--- src/rtl/rom_copy_engine.sv ---
// Boot ROM to destination memory copy engine: streams a block of ROM words through a 2-entry FIFO onto a req/gnt write bus.
// Optional build macro ROM_COPY_CHECKSUM_EN adds a running checksum_o of the written words.
module rom_copy_engine #(
    parameter int ADDR_WIDTH     = 11,
    parameter int DATA_WIDTH     = 32,
    parameter int DST_ADDR_WIDTH = 32
) (
    input  logic                      CLK,
    input  logic                      RST,
    input  logic                      start_i,
    input  logic [ADDR_WIDTH-1:0]     src_base_i,
    input  logic [DST_ADDR_WIDTH-1:0] dst_base_i,
    input  logic [ADDR_WIDTH:0]       len_i,
    output logic                      busy_o,
    output logic                      done_o,
    output logic                      rom_cen_o,
    output logic [ADDR_WIDTH-1:0]     rom_a_o,
    input  logic [DATA_WIDTH-1:0]     rom_q_i,
    output logic                      mem_req_o,
    output logic                      mem_we_o,
    output logic [DST_ADDR_WIDTH-1:0] mem_addr_o,
    output logic [DATA_WIDTH-1:0]     mem_wdata_o,
    input  logic                      mem_gnt_i,
    output logic [1:0]                dbg_state_o
`ifdef ROM_COPY_CHECKSUM_EN
    ,
    output logic [DATA_WIDTH-1:0]     checksum_o
`endif
);

    typedef enum logic [1:0] {IDLE = 2'd0, RUN = 2'd1, DONE = 2'd2} state_t;

    localparam logic [ADDR_WIDTH:0]       ONE       = {{ADDR_WIDTH{1'b0}}, 1'b1};
    localparam logic [DST_ADDR_WIDTH-1:0] ADDR_STEP = DST_ADDR_WIDTH'(DATA_WIDTH / 8);

    state_t                    state;
    logic [ADDR_WIDTH-1:0]     src_base;
    logic [ADDR_WIDTH-1:0]     rom_a_q;
    logic [ADDR_WIDTH:0]       len;
    logic [ADDR_WIDTH:0]       issued;
    logic [ADDR_WIDTH:0]       written;
    logic [DST_ADDR_WIDTH-1:0] addr_q;
    logic [DATA_WIDTH-1:0]     fifo0;
    logic [DATA_WIDTH-1:0]     fifo1;
    logic                      wr_ptr;
    logic                      rd_ptr;
    logic                      inflight;
    logic [1:0]                fifo_count;
    logic                      room;
    logic                      issue;
    logic                      pop;

    // Destination handshake: a word transfers in any cycle where mem_req_o and
    // mem_gnt_i are both high; req, address and data hold steady until then.
    always_comb begin
        mem_req_o   = (fifo_count != 2'd0);
        mem_we_o    = mem_req_o;
        mem_wdata_o = rd_ptr ? fifo1 : fifo0;
        mem_addr_o  = addr_q;
        pop         = mem_req_o & mem_gnt_i;
        // A pop this cycle frees a slot, so issue can continue at full rate.
        room        = ({1'b0, fifo_count} + {2'b00, inflight}) < 3'd2;
        issue       = (state == RUN) && (issued < len) && (room || pop);
        rom_cen_o   = ~issue;
        rom_a_o     = issue ? (src_base + issued[ADDR_WIDTH-1:0]) : rom_a_q;
        busy_o      = (state == RUN);
        done_o      = (state == DONE);
        dbg_state_o = state;
    end

    always_ff @(posedge CLK or posedge RST) begin
        if (RST) begin
            state      <= IDLE;
            src_base   <= '0;
            rom_a_q    <= '0;
            len        <= '0;
            issued     <= '0;
            written    <= '0;
            addr_q     <= '0;
            fifo0      <= '0;
            fifo1      <= '0;
            wr_ptr     <= 1'b0;
            rd_ptr     <= 1'b0;
            inflight   <= 1'b0;
            fifo_count <= 2'd0;
`ifdef ROM_COPY_CHECKSUM_EN
            checksum_o <= '0;
`endif
        end else begin
            inflight <= issue;
            if (issue) begin
                rom_a_q <= rom_a_o;
                issued  <= issued + ONE;
            end
            // ROM data for last cycle's read is on rom_q_i now.
            if (inflight) begin
                if (wr_ptr) fifo1 <= rom_q_i;
                else        fifo0 <= rom_q_i;
                wr_ptr <= ~wr_ptr;
            end
            if (pop) begin
                rd_ptr  <= ~rd_ptr;
                addr_q  <= addr_q + ADDR_STEP;
                written <= written + ONE;
`ifdef ROM_COPY_CHECKSUM_EN
                checksum_o <= checksum_o + mem_wdata_o;
`endif
            end
            case ({inflight, pop})
                2'b10:   fifo_count <= fifo_count + 2'd1;
                2'b01:   fifo_count <= fifo_count - 2'd1;
                default: fifo_count <= fifo_count;
            endcase

            case (state)
                IDLE: begin
                    if (start_i) begin
                        src_base <= src_base_i;
                        len      <= len_i;
                        addr_q   <= dst_base_i;
                        issued   <= '0;
                        written  <= '0;
`ifdef ROM_COPY_CHECKSUM_EN
                        checksum_o <= '0;
`endif
                        state    <= (len_i == '0) ? DONE : RUN;
                    end
                end
                RUN: begin
                    if (pop && ((written + ONE) == len)) state <= DONE;
                end
                DONE:    state <= IDLE;
                default: state <= IDLE;
            endcase
        end
    end

endmodule

--- config.mk ---
export PLATFORM = sky130hd
export DESIGN_NAME = rom_copy_engine
export DESIGN_NICKNAME = d
export VERILOG_FILES = /design/src/rtl/rom_copy_engine.sv
export SDC_FILE = /design/constraint.sdc
export NUM_CORES = 1
export LEC_CHECK = 0
export CELL_PAD_IN_SITES_DETAIL_PLACEMENT = 0
export CELL_PAD_IN_SITES_GLOBAL_PLACEMENT = 1
export CORE_ASPECT_RATIO = 1.2
export CORE_MARGIN = 8
export CORE_UTILIZATION = 35
export DETAILED_ROUTE_END_ITERATION = 10
export DONT_BUFFER_PORTS = 1
export GPL_TIMING_DRIVEN = 0
export PLACE_DENSITY_LB_ADDON = 0.1
export SYNTH_ARGS = -nofsm -noshare
export SYNTH_HDL_FRONTEND = slang
export SYNTH_SLANG_ARGS = --single-unit
--- constraint.sdc ---
create_clock -name CLK -period 9.6 [get_ports CLK]
set_input_delay 2.88 -clock CLK [delete_from_list [all_inputs] [get_ports CLK]]
set_output_delay 2.88 -clock CLK [all_outputs]
set_load 0.02 [all_outputs]
==> run_results.csv, run 1 <==
group,metric,value,unit
sta,rsz0062_at_grt,"false",
synth,synth_edf_count,0,
layout,syn_to_final_growth,12.7,%
sta,finalSetupViolCount,0,
routing,drc,0,
synth,ys_types,53,
synth,syn-instance-count,777,
sta,skew,11.9,ps
worst_setup_path,criticalPathCategory,"input port to output port",
global_route,grt_max_degree,92,
floorplan,die_h,183,um
worst_setup_path,crit_arrival,4680,ps
layout,drive_above_1_share,0.185,
sta,fin_setup_tns,0,ps
synth,ys_warn_count,0,
worst_setup_path,cp_data_required_time,6720,ps
floorplan,start_util,0.355,
synth,synthArstFlopShare,1.00,
sta,period_needed,7560,ps
clock_tree,tritoncts,"built",
synth,synth_area_leader_cell,"dfrtp_1",
sta,worst_slew_pin_slew,890,ps
clock_tree,insertion_delay,430,ps
place,placed_cell_area,0.00861,sq mm
floorplan,rows,61,
pwr,power_density,361,mW/mm^2
routing,ant_nets,0,
sta,clock.fmax,132,MHz
synth,synthTopCellsByArea,"dfrtp_1 (49%), mux2_2 (14%), nand2_1 (5.6%)",
routing,finalWirelength,22000,um
sta,timing.final.ws_setup,2040,ps
floorplan,io_pins,173,
synth,syn_area_per_cell,10.5,sq um
clock_tree,cts-root-buf,"clkbuf_16",
synth,synthesis.nets,894,
routing,drt_pass1_iterations,4,
sta,slew_violations,0,
clock_tree,clkSinkCount,161,
status,status,"finished, final reports clean",
sta,worst_slew_margin_rel,0.402,
sta,period_share,0.788,
clock_tree,cts.reportedPaths.clkPinSlew,80,ps
pwr,leakage,3.82,nW
synth,ys_ff_latch,161,
floorplan,coreArea,0.0230,sq mm
synth,synth.top_cell.area_share,0.492,
layout,antenna-diode-count,0,
floorplan,die-area,0.0285,sq mm
layout,final_util,0.400,
worst_setup_path,crit_path_end_kind,"output port",
routing,via_per_inst,5.08,
worst_setup_path,critPathLaunchType,"input port",
global_route,track_usage,0.159,
clock_tree,cts_setup_buffers,0,
hold_path,hold_path.class,"flip-flop to flip-flop",
clock_tree,htree_num_levels,4,
routing,via_count,5715,
global_route,grt_pass1_vias,6065,
routing,drt_iter0_markers,304,
pwr,total_power,3.33,mW
synth,synth_area,0.00818,sq mm
sta,finalHoldViolCount,0,
synth,yosysSeqAreaShare,0.492,
routing,wire_per_inst,19.6,um
pwr,vdd_ir_drop_max,132,uV
worst_setup_path,critPathMaxFanout,10,
place,hpwl,16500,um
place,preCtsSetupSlack,1990,ps
layout,design_area,0.00922,sq mm
place,portBuffers,0,
global_route,grt_first_pass_wirelength,35000,um
synth,synth_ff_type,"dfrtp_1",
clock_tree,post_cts_resized,0,
run,maxCapViolCount,0,
clock_tree,cts_inserted_buffers,17,
clock_tree,clk_path_buf_depth,2,
floorplan,dieWidth,156,um
global_route,antenna_found_initial,0,
clock_tree,hold_buffers,0,
layout,layout.nets,914,
global_route,globalRouteOverflowTotal,0,
layout,n_fill_cell,2319,
place,gp_congestion,0.768,
## cell usage in the layout, fill, tap and decap left out, drive strengths merged, types with 2 or more instances in the layout
| cell | instances |
|---|---|
| a2111oi | 2 |
| a21o | 5 |
| a21oi | 15 |
| a22oi | 2 |
| a31oi | 2 |
| and3 | 9 |
| buf | 12 |
| clkbuf | 43 |
| clkinv | 8 |
| dfrtp | 161 |
| ha | 25 |
| inv | 30 |
| mux2 | 101 |
| mux2i | 3 |
| nand2 | 124 |
| nand2b | 3 |
| nand3 | 20 |
| nand4 | 12 |
| nor2 | 30 |
| nor2b | 3 |
| nor3 | 11 |
| nor4 | 9 |
| o211ai | 5 |
| o21a | 3 |
| o21ai | 65 |
| o21bai | 4 |
| o311ai | 2 |
| o31a | 2 |
| o31ai | 6 |
| o41ai | 2 |
| or2 | 3 |
| or3 | 5 |
| or4 | 3 |
| xnor2 | 29 |
| xor2 | 39 |
## per-layer routing
metal  track usage  wire length (um)
met1         0.183              8970
met2         0.278             11300
met3        0.0461              1370
met4        0.0533               370
met5             0                 0
## critical path, cell delays in order
cell and delay, ps:
nor2_1 30, nor3_1 220, o211ai_2 230, buf_2 260, clkbuf_1 360, o21ai_0 690
## cells by family (layout without fill, tap and decap cells)
kind of cell / after synthesis / after routing / synth area share
AO/OA/AOI/OAI: 119 / 119 / 0.0885
XOR/XNOR: 68 / 68 / 0.0728
adder cells (fa/ha/maj): 26 / 26 / 0.0407
buffers and inverters: 60 / 93 / 0.0287
flip-flops: 161 / 161 / 0.492
multiplexers: 104 / 104 / 0.143
AND/OR/NAND/NOR: 239 / 239 / 0.134
## worst paths after layout
check                           start              to  slack (ps)  cells after the start
max                         mem_gnt_i      rom_a_o[8]        2040                      6
min                        rom_a_q[3]      rom_a_q[3]         470                      2
max reg2reg                 issued[2]     rom_a_q[10]        6710                     10
min reg2reg                rom_a_q[3]      rom_a_q[3]         470                      2
max in group asynchronous         RST       issued[5]        6400                      2
min in group asynchronous         RST  mem_addr_o[16]        2350                      1
## sequential cells by signal, summed over array words and instances, names as in the netlist
name,cells
written,12
mem_addr_o,32
len,12
issued,12
wr_ptr,1
fifo0,32
src_base,11
inflight,1
rom_a_q,11
fifo_count,2
fifo1,32
dbg_state_o,2
rd_ptr,1
## power breakdown
part / switching [mW] / internal (mW)
combinational: 0.775 / 0.564
clock: 0.334 / 0.354
sequential: 0.323 / 0.982
## through the flow
step | cells | hold slack, ps
2_1_floorplan | 777 | 439
3_3_place_gp | 1092 | 454
3_5_place_dp | 1093 | 459
4_1_cts | 1125 | 477
5_1_grt | 1125 | 508
6_report | 1125 | 472
## synth_stat cells (2+ instances only)
| cell type | instances |
|---|---|
| a21o_1 | 5 |
| a21oi_1 | 15 |
| a22oi_1 | 2 |
| a31oi_1 | 2 |
| and3_1 | 9 |
| buf_1 | 6 |
| buf_2 | 4 |
| clkbuf_1 | 25 |
| dfrtp_1 | 161 |
| ha_1 | 25 |
| inv_1 | 23 |
| mux2_2 | 101 |
| mux2i_1 | 3 |
| nand2_1 | 123 |
| nand2b_1 | 3 |
| nand3_1 | 20 |
| nand4_1 | 12 |
| nor2_1 | 30 |
| nor2b_1 | 3 |
| nor3_1 | 11 |
| nor4_1 | 8 |
| o211ai_1 | 4 |
| o21a_1 | 3 |
| o21ai_0 | 65 |
| o21bai_1 | 4 |
| o311ai_0 | 2 |
| o31a_1 | 2 |
| o31ai_1 | 6 |
| o41ai_1 | 2 |
| or2_2 | 3 |
| or3_1 | 5 |
| or4_1 | 3 |
| xnor2_1 | 29 |
| xor2_1 | 39 |
## area by class of cell
class	count	area, sq um	area share
multi-input cells	556	3920	0.425
clock inverters	15	184	0.0199
flip-flops and latches	161	4030	0.437
repair buffers	1	27.5	0.00299
plain buffers	37	149	0.0161
well taps	315	394	0.0427
clock buffers	17	425	0.0461
inverters	23	93.8	0.0102
No activity file was read; power rests on OpenSTA's default activity.
==> inputs of run 2 (changes only) <==
==> constraint.sdc (replaced) <==
create_clock -name CLK -period 7.06 [get_ports CLK]
set_input_delay 2.118 -clock CLK [delete_from_list [all_inputs] [get_ports CLK]]
set_output_delay 2.118 -clock CLK [all_outputs]
set_load 0.02 [all_outputs]
==> results of run 2 <==
The final DEF is identical to that of run 1. Status: finished, final reports clean.
Main changes from that run: setup slack after placement 1990 ps -> 977 ps; setup slack after layout 2040 ps -> 1020 ps; register-to-register setup slack 6710 ps -> 4170 ps; total power 3.33 mW -> 4.53 mW; worst IR drop on VDD 132 uV -> 179 uV
